===== src/rtl/add_int_mw_seq.sv =====
// Multi-word sequential adder/subtractor: one 32-bit CLA
// reused per word, carry rippled between words in a register.

// 32-bit carry-lookahead adder built from 4-bit groups with
// block propagate/generate outputs for the word-level carry.
module add_int_mw_cla32 (
    input  logic [31:0] a,
    input  logic [31:0] b,
    input  logic        cin,
    output logic [31:0] sum,
    output logic        pm,
    output logic        gm
);

    logic [31:0] p;
    logic [31:0] g;
    logic [31:0] c;
    logic [7:0]  gp;
    logic [7:0]  gg;
    logic [8:0]  gc;
    logic        blk_g;

    // Bit propagate/generate and 4-bit group terms
    always_comb begin
        p  = a ^ b;
        g  = a & b;
        gp = '0;
        gg = '0;
        for (int k = 0; k < 8; k++) begin
            gp[k] = &p[4*k +: 4];
            gg[k] = g[4*k+3]
                  | (p[4*k+3] & g[4*k+2])
                  | (p[4*k+3] & p[4*k+2] & g[4*k+1])
                  | (p[4*k+3] & p[4*k+2] & p[4*k+1] & g[4*k]);
        end
    end

    // Group carries, then bit carries inside each group
    always_comb begin
        gc    = '0;
        c     = '0;
        blk_g = 1'b0;
        gc[0] = cin;
        for (int k = 0; k < 8; k++) begin
            gc[k+1] = gg[k] | (gp[k] & gc[k]);
            blk_g   = gg[k] | (gp[k] & blk_g);
        end
        for (int k = 0; k < 8; k++) begin
            c[4*k] = gc[k];
            for (int i = 0; i < 3; i++) begin
                c[4*k+i+1] = g[4*k+i] | (p[4*k+i] & c[4*k+i]);
            end
        end
    end

    assign sum = p ^ c;
    assign pm  = &p;
    assign gm  = blk_g;

endmodule

module add_int_mw_seq #(
    parameter int WORDS = 4
) (
    input  logic                  clk,
    input  logic                  rst,
    input  logic                  in_valid,
    output logic                  in_ready,
    input  logic [32*WORDS-1:0]   a,
    input  logic [32*WORDS-1:0]   b,
    input  logic                  cin,
    input  logic                  sub,
    output logic                  out_valid,
    input  logic                  out_ready,
    output logic [32*WORDS-1:0]   s,
    output logic                  cout,
    output logic                  ovf
);

    localparam int IDX_W = (WORDS > 1) ? $clog2(WORDS) : 1;

    typedef enum logic [1:0] {
        IDLE = 2'd0,
        RUN  = 2'd1,
        DONE = 2'd2
    } state_t;

    state_t state_q;
    state_t state_d;

    logic [WORDS-1:0][31:0] a_q;
    logic [WORDS-1:0][31:0] b_q;
    logic [WORDS-1:0][31:0] s_q;
    logic [IDX_W-1:0]       idx_q;
    logic                   carry_q;
    logic                   cout_q;
    logic                   ovf_q;

    logic [31:0] word_a;
    logic [31:0] word_b;
    logic [31:0] word_s;
    logic        word_pm;
    logic        word_gm;
    logic        carry_nx;
    logic        last;
    logic        accept;

    assign word_a   = a_q[idx_q];
    assign word_b   = b_q[idx_q];
    assign carry_nx = word_gm | (word_pm & carry_q);
    assign last     = (idx_q == IDX_W'(WORDS-1));
    assign accept   = (state_q == IDLE) & in_valid;

    add_int_mw_cla32 u_cla (
        .a   (word_a),
        .b   (word_b),
        .cin (carry_q),
        .sum (word_s),
        .pm  (word_pm),
        .gm  (word_gm)
    );

    // State register
    always_ff @(posedge clk or posedge rst) begin
        if (rst) begin
            state_q <= IDLE;
        end else begin
            state_q <= state_d;
        end
    end

    // Next-state decode
    always_comb begin
        state_d = state_q;
        unique case (state_q)
            IDLE: if (in_valid) state_d = RUN;
            RUN:  if (last) state_d = DONE;
            DONE: if (out_ready) state_d = IDLE;
            default: state_d = IDLE;
        endcase
    end

    // Operand latch, per-word sum, carry ripple and flags
    always_ff @(posedge clk or posedge rst) begin
        if (rst) begin
            a_q     <= '0;
            b_q     <= '0;
            s_q     <= '0;
            idx_q   <= '0;
            carry_q <= 1'b0;
            cout_q  <= 1'b0;
            ovf_q   <= 1'b0;
        end else if (accept) begin
            a_q     <= a;
            b_q     <= sub ? ~b : b;
            carry_q <= sub ? 1'b1 : cin;
            idx_q   <= '0;
        end else if (state_q == RUN) begin
            s_q[idx_q] <= word_s;
            carry_q    <= carry_nx;
            idx_q      <= idx_q + 1'b1;
            if (last) begin
                cout_q <= carry_nx;
                ovf_q  <= (word_a[31] == word_b[31])
                        & (word_s[31] != word_a[31]);
            end
        end
    end

    assign in_ready  = (state_q == IDLE) & ~rst;
    assign out_valid = (state_q == DONE);
    assign s         = s_q;
    assign cout      = cout_q;
    assign ovf       = ovf_q;

endmodule


===== config.mk =====
export PLATFORM = sky130hd
export DESIGN_NAME = add_int_mw_seq
export DESIGN_NICKNAME = d
export VERILOG_FILES = /design/src/rtl/add_int_mw_seq.sv
export SDC_FILE = /design/constraint.sdc
export NUM_CORES = 1
export LEC_CHECK = 0
export BUFFER_PORTS_ARGS = -buffer_cell sky130_fd_sc_hd__buf_2
export CAP_MARGIN = 10
export CELL_PAD_IN_SITES_DETAIL_PLACEMENT = 0
export CELL_PAD_IN_SITES_GLOBAL_PLACEMENT = 1
export CORE_MARGIN = 2
export CORE_UTILIZATION = 45
export CTS_CLUSTER_DIAMETER = 100
export DETAILED_ROUTE_END_ITERATION = 8
export PLACE_DENSITY_LB_ADDON = 0.1
export SETUP_SLACK_MARGIN = 0.3
export SLEW_MARGIN = 5
export SYNTH_ARGS = -nofsm -noshare
export SYNTH_HDL_FRONTEND = slang
export SYNTH_HIERARCHICAL = 1
export SYNTH_SLANG_ARGS = --single-unit
export TNS_END_PERCENT = 5

===== constraint.sdc =====
create_clock -name clk -period 13.3 [get_ports clk]
set_clock_uncertainty 0.15 [all_clocks]
set_input_delay 0.665 -clock clk [delete_from_list [all_inputs] [get_ports clk]]
set_output_delay 0.665 -clock clk [all_outputs]
set_load 0.02 [all_outputs]

# Yosys cells after proc, flatten, opt, wreduce, memory -nomap -nowiden

Cells that the tools add are included.
Widths: inputs -> output; s select.

Latch bits: 0
Output and inout bits: 132
Bits of input ports: 262
Memories kept: 0
Bits in read-only memories: 0
Memory bits (writable): 0
Logic and storage cells: 211
Flip-flop bits (word level): 391

Shifts and indexed selects: 0
Order comparisons: 2
Reduce and logical (&&, ||, !) cells: 15
Mux-type cells: 17
Bitwise logic cells: 151
Div/mod/pow operators: 0
$mul: 0
$add $sub $neg: 1
Eq/ne operators: 8

Operators by type and width:

| operator            | count |
|---|---|
| $bmux 32 s2         | 2 |
| $bwmux 128          | 1 |
| $mux 128            | 1 |
| $not 128->128       | 1 |
| $mux 32             | 3 |
| $and 1x1->1         | 82 |
| $demux 32 s2        | 1 |
| $xor 32x32->32      | 2 |
| $or 1x1->1          | 63 |
| $and 32x32->32      | 1 |
| $reduce_and 32->1   | 1 |
| $reduce_and 4->1    | 8 |
| $mux 2              | 5 |
| $pmux 2 s3          | 1 |
| $reduce_and 3->1    | 2 |
| $eq 2x2->1 const B  | 2 |
| $ne 2x2->1 const B  | 2 |
| $lt 2x3->1 const B  | 1 |
| $mux 1              | 3 |
| $add 2x1->2 const B | 1 |
| $eq 2x1->1 const B  | 1 |
| $ge 2x1->1 const B  | 1 |
| $logic_not 2->1     | 1 |
| $ne 2x1->1 const B  | 1 |
| other kinds (6)     | 7 |

# Logic depth before layout (Yosys ltp)

Depth in word-level cells: 29
Depth in mapped cells: 15
Gate-level depth less buffers: 13

# Cells and area by module

The synthesis kept the hierarchy.

Modules (own cells, without submodules):

| module           | area each (µm²) | seq. area each (µm²) | cells an instance | times used |
|---|---|---|---|---|
| add_int_mw_seq   | 17167.7         | 9784.4               | 1218              | 1 |
| add_int_mw_cla32 | 1411.4          | 0.0                  | 144               | 1 |

# Worst setup path before layout

No wires, ideal clock.

Kind: reg-to-reg
Start point: register idx_q[0]
End point: register ovf_q (netlist: ovf)
Buffers on the path: 2
Data arrival time: 4.579 ns
Setup time: 0.124 ns
Period minus slack after synthesis: 4.853 ns
Cell stages (with the launch flop): 16
Slack: 8.447 ns
Required time: 13.026 ns
Cells stage by stage: dfrtp_1 > buf_2 > buf_4 > mux4_2 > ha_1 > a41o_1 > a21oi_1 > o211ai_1 > a211oi_1 > o31ai_1 > fa_1 > fa_1 > fa_1 > xor2_1 > and3b_1 > o31a_1

Word-level cells in the longest chain between the ends: 29
Elaborated cells on any way between the ends: 95
Those cells by class: eq/ne (3); mux (4); bitwise (80); reduce/logical (8)

RTL lines:

| what                                                    | RTL line   | text |
|---|---|---|
| start: declaration                                      | 94         | `logic [IDX_W-1:0] idx_q;` |
| start signal: assignment                                | 161        | `idx_q <= idx_q + 1'b1;` |
| $bmux 32 s2 *                                           | 109        | `assign word_b = b_q[idx_q];` |
| $mux 32 (not written as such) *                         | 109        |  |
| via word_b[2]                                           | 100        | `logic [31:0] word_b;` |
| $and 32x32->32 / $xor 32x32->32 (equally long branches) | 26, 25     |  |
| $and 1x1->1, on equally long branches                   | 32, 33, 34 |  |
| $or 1x1->1, or another cell as far along                | 32         | `\| (p[4*k+3] & g[4*k+2])` |
| $or 1x1->1 / $and 1x1->1 (equally long branches)        | 33, 34     |  |
| $or 1x1->1                                              | 34         | `\| (p[4*k+3] & p[4*k+2] & p[4*k+1] & g[4*k]);` |
| [15 not listed]                                         | n/a        |  |
| $and 1x1->1 *                                           | 51         | `c[4*k+i+1] = g[4*k+i] \| (p[4*k+i] & c[4*k+i]);` |
| $or 1x1->1 *                                            | 51         |  |
| $and 1x1->1 *                                           | 51         |  |
| $or 1x1->1 *                                            | 51         |  |
| $xor 32x32->32 *                                        | 56         | `assign sum = p ^ c;` |
| via word_s[31]                                          | 101        | `logic [31:0] word_s;` |
| $ne 1x1->1 *                                            | 165        | `& (word_s[31] != word_a[31]);` |
| $and 1x1->1 *                                           | 165        |  |
| end signal: assignment                                  | 164        | `ovf_q <= (word_a[31] == word_b[31])` |
| end: declaration                                        | 97         | `logic ovf_q;` |

The timed path passes the listed nets; every way through them passes the cells marked *. The select of a mux whose other input is x is not followed.
A chain may end at the register's enable or synchronous reset.

# Final worst setup path

Start point: register idx_q[0]
End point: register ovf_q (netlist: ovf)

Elaborated cells on any way between the ends: 95
Those cells by class: eq/ne (3); mux (4); bitwise (80); reduce/logical (8)

RTL lines:

| what                                                    | RTL line | text |
|---|---|---|
| $bmux 32 s2 *                                           | 108      | `assign word_a = a_q[idx_q];` |
| $mux 32 (not written as such) *                         | 108      |  |
| via word_a[1]                                           | 99       | `logic [31:0] word_a;` |
| $and 32x32->32 / $xor 32x32->32 (equally long branches) | 26, 25   |  |
| $and 1x1->1, on equally long branches                   | 33, 34   |  |
| $or 1x1->1 / $and 1x1->1 (equally long branches)        | 33, 34   |  |
| $or 1x1->1                                              | 34       |  |
| $or 1x1->1 *                                            | 45       | `gc[k+1] = gg[k] \| (gp[k] & gc[k]);` |
| [14 not listed]                                         | n/a      |  |
| $and 1x1->1 *                                           | 51       |  |
| $or 1x1->1 *                                            | 51       |  |
| $and 1x1->1 *                                           | 51       |  |
| $or 1x1->1 *                                            | 51       |  |
| $xor 32x32->32 *                                        | 56       |  |
| via word_s[31]                                          | 101      |  |
| $ne 1x1->1 *                                            | 165      |  |
| $and 1x1->1 *                                           | 165      |  |

Marks and branches as above.

==> flow_metrics.py <==
metrics = {
    "detailed_routing": {
        "wire_per_inst_um": 20.7,
        "antenna_left": 0,
        "drtIter0Drc": 748,
        "drt-total-wl_mm": 47.6,
        "remaining_drc_errors": 0,
        "post_drt_via_cell_ratio": 5.18,
        "dr.pass1.iters": 4,
        "vias": 11900,
    },
    "grt": {
        "grt_max_degree": 189,
        "grt_pass1_vias": 12100,
        "grt_pass1_wl_mm": 73.2,
        "track_usage_pct": 22.3,
        "antenna_found_initial": 5,
        "grt_overflow": 0,
    },
    "die": {
        "start_util_pct": 45.5,
        "fp-row-count": 74,
        "die-area_um2": 42900,
        "die_w_um": 207,
        "core_area_um2": 40800,
        "num_io_pins": 394,
        "fp.dieH_um": 207,
    },
    "critical_path": {
        "critPathLaunch": "idx_q[0]$_DFFE_PP0P_",
        "r2r_start": "idx_q[0]$_DFFE_PP0P_",
        "cp.arrival_ps": 6690,
        "crit_path_end_kind": "flop",
        "start_kind": "flop",
        "crit_type": "reg -> reg",
        "path_max_fanout": 42,
        "worstPathRequired_ps": 13590,
    },
    "timing": {
        "whs_ps": 84.4,
        "setup-violations-final": 0,
        "setup_tns_ps": 0,
        "final_hold_viol_count": 0,
        "worstMarginPinSlew_ps": 1200,
        "slew_headroom_pct": 20.0,
        "rsz0062_at_grt": "no",
        "max_freq_mhz": 156,
        "fin_crit_sh_pct": 48.2,
        "setup_ws_ps": 6890,
        "final.min_clock_period_ps": 6410,
        "drv_slew": 0,
    },
    "placed_design": {
        "dp_slack_ps": 6820,
        "dp_hpwl_mm": 34.8,
        "place_inst": 2212,
        "io_buffer_count": 393,
        "gp_congestion": 0.784,
        "dpl_cell_area_um2": 20800,
    },
    "clock_network": {
        "htree_levels": 2,
        "numClockSinks": 391,
        "cts_made_buffers": 43,
        "cts_tree": "yes",
        "postCtsSetupRepairBufs": 0,
        "ctsHoldBuffers": 0,
        "worstSkewPairLatency_ps": 560,
        "cts.clk_slew.worst_paths_ps": 60,
        "cts_resized": 0,
        "cts-root-buf": "clkbuf_16",
        "cts.path.max_buffers": 3,
    },
    "yosys": {
        "synthFlopType": "dfrtp_1",
        "yosysSeqAreaShare_pct": 52.7,
        "netlist_instances": 1362,
        "synthesis.area_um2": 18600,
        "synth-seq-cells": 391,
        "synthDistinctLibCells": 45,
        "synthArstFlopShare_pct": 100,
        "yosys_warnings": 6,
        "synth_edf_count": 0,
        "syn_avg_cell_area_um2": 13.6,
        "syn_nets": 1684,
    },
    "pwr": {
        "p_comb_share_pct": 54.5,
        "p_per_area_nw_per_um2": 336,
        "intPower_mw": 4.37,
        "clock_power_share_pct": 16.5,
        "p_seq_share_pct": 29.0,
        "ir_drop_mv": 0.164,
        "leakagePower_nw": 9.80,
        "power.total_mw": 7.48,
        "p_sw_share_pct": 41.6,
        "switchingPower_mw": 3.11,
    },
    "finish": {
        "drive_gt1_share_pct": 39.1,
        "synthToLayoutAreaGrowth_pct": 19.7,
        "stdcell_count": 2294,
        "num-fill-cells": 3586,
        "final_area_um2": 22200,
        "fin_nets": 2047,
        "utilization_pct": 54.5,
    },
    "run_status": {
        "outcome": "complete, no violations",
    },
    "flow_run": {
        "maxCapViolCount": 0,
    },
    "min_path": {
        "min_path_type": "in -> async",
    },
}
-- power groups by stage --
stage	registers (mW)	clock network, mW	logic (mW)
6_report	2.17	1.24	4.08
2_1_floorplan	2.32	0	2.64
5_1_grt	2.25	1.31	4.47
4_1_cts	2.18	1.27	4.11
3_3_place_gp	2.17	0	4.00
3_5_place_dp	2.20	0	4.10
-- area by class of cell --
type / instances / area [um2] / area share (%)
diodes: 6 / 15.0 / 0.0675
repair buffers: 404 / 2070 / 9.30
inverters: 26 / 105 / 0.472
well taps: 532 / 666 / 2.99
clock inverters: 10 / 178 / 0.799
multi-input cells: 859 / 8140 / 36.6
flip-flops and latches: 391 / 9790 / 44.0
clock buffers: 66 / 1280 / 5.78
-- worst max-delay path, cell delays in order (launching register included) --
cell and delay, ps:
dfrtp_4 780, buf_4 800, mux4_2 650, ha_1 340
a41o_1 240, a21oi_1 220, o211ai_1 230, a211oi_1 680
o31ai_1 190, fa_1 420, fa_1 400, fa_1 380
xor2_1 350, and3b_1 220, o31a_1 230
-- cells in the mapped netlist (2+ instances only) --
library cell  count  share of area (%)
clkbuf_1          2              0.040
a211oi_1          2              0.081
buf_6             9               0.55
o211ai_1          2              0.081
nor3_1            3              0.081
xnor2_1         131                6.2
a21oi_1         141                3.8
mux2_2          146                8.8
nand2_2           3               0.10
o31ai_1           3               0.12
inv_1            26               0.53
nor2_1          136                2.7
a21o_1            9               0.36
and4_1            4               0.19
o21a_1            4               0.16
fa_1             24                2.6
ha_1             36                2.4
mux2_1          111                6.7
buf_4            35                1.4
mux4_2           64                7.8
a221oi_1          2              0.094
xor2_1            5               0.24
o21bai_1          2              0.081
nand2_1           7               0.14
nand4_1           6               0.20
buf_1             5               0.10
o21ai_0           2              0.054
dfrtp_1         391                 53
buf_2            35               0.94
-- metal layers --
layer	GRT usage (%)	share of wire [%]
met5	0	0
met4	6.40	1.9
met3	4.18	5.5
met2	32.6	44
met1	33.9	48
-- flip-flops by register name, summed over array words and instances, names as in the netlist --
register	cells
idx_q	2
a_q	128
b_q	128
cout	1
ovf	1
s	128
state_q	2
carry_q	1
-- final timing paths --
kind	end	slack, ps	cells past startpoint
min in group clk	state_q[1]$_DFFE_PP0P_	130	2
max	ovf$_DFFE_PP0P_	6890	14
max reg2reg	ovf$_DFFE_PP0P_	6890	14
max in group asynchronous	idx_q[0]$_DFFE_PP0P_	9610	5
min reg2reg	a_q[79]$_DFFE_PP0P_	330	1
min	s[0]$_DFFE_PP0P_	80	2
-- logic make-up after synthesis --
| kind of cell | count (synthesis) | synth area share (%) |
|---|---|---|
| AOI/OAI and AO/OA | 172 | 5.06 |
| buffers and inverters | 112 | 3.57 |
| xor gates and xnor gates | 136 | 6.41 |
| and+or+nand+nor | 169 | 3.90 |
| adders and majority gates | 60 | 5.01 |
| muxes | 322 | 23.4 |
| DFF | 391 | 52.7 |
-- placed cells by master (no fill, tap or decap), drive strengths merged, types with 4 or more instances in the layout --
cell    netlist  routed
mux2        257     257
diode         0       6
bufinv        0       5
and4          4       4
xnor2       131     131
nor2        136     136
buf          84     404
inv          26      26
a21oi       141     141
clkinv        0       4
fa           24      24
mux4         64      64
a21o          9       9
clkbuf        2      66
nand2        10      10
o21a          4       4
ha           36      36
xor2          5       5
nand4         7       7
dfrtp       391     391
(Power assumes the default switching activity.)
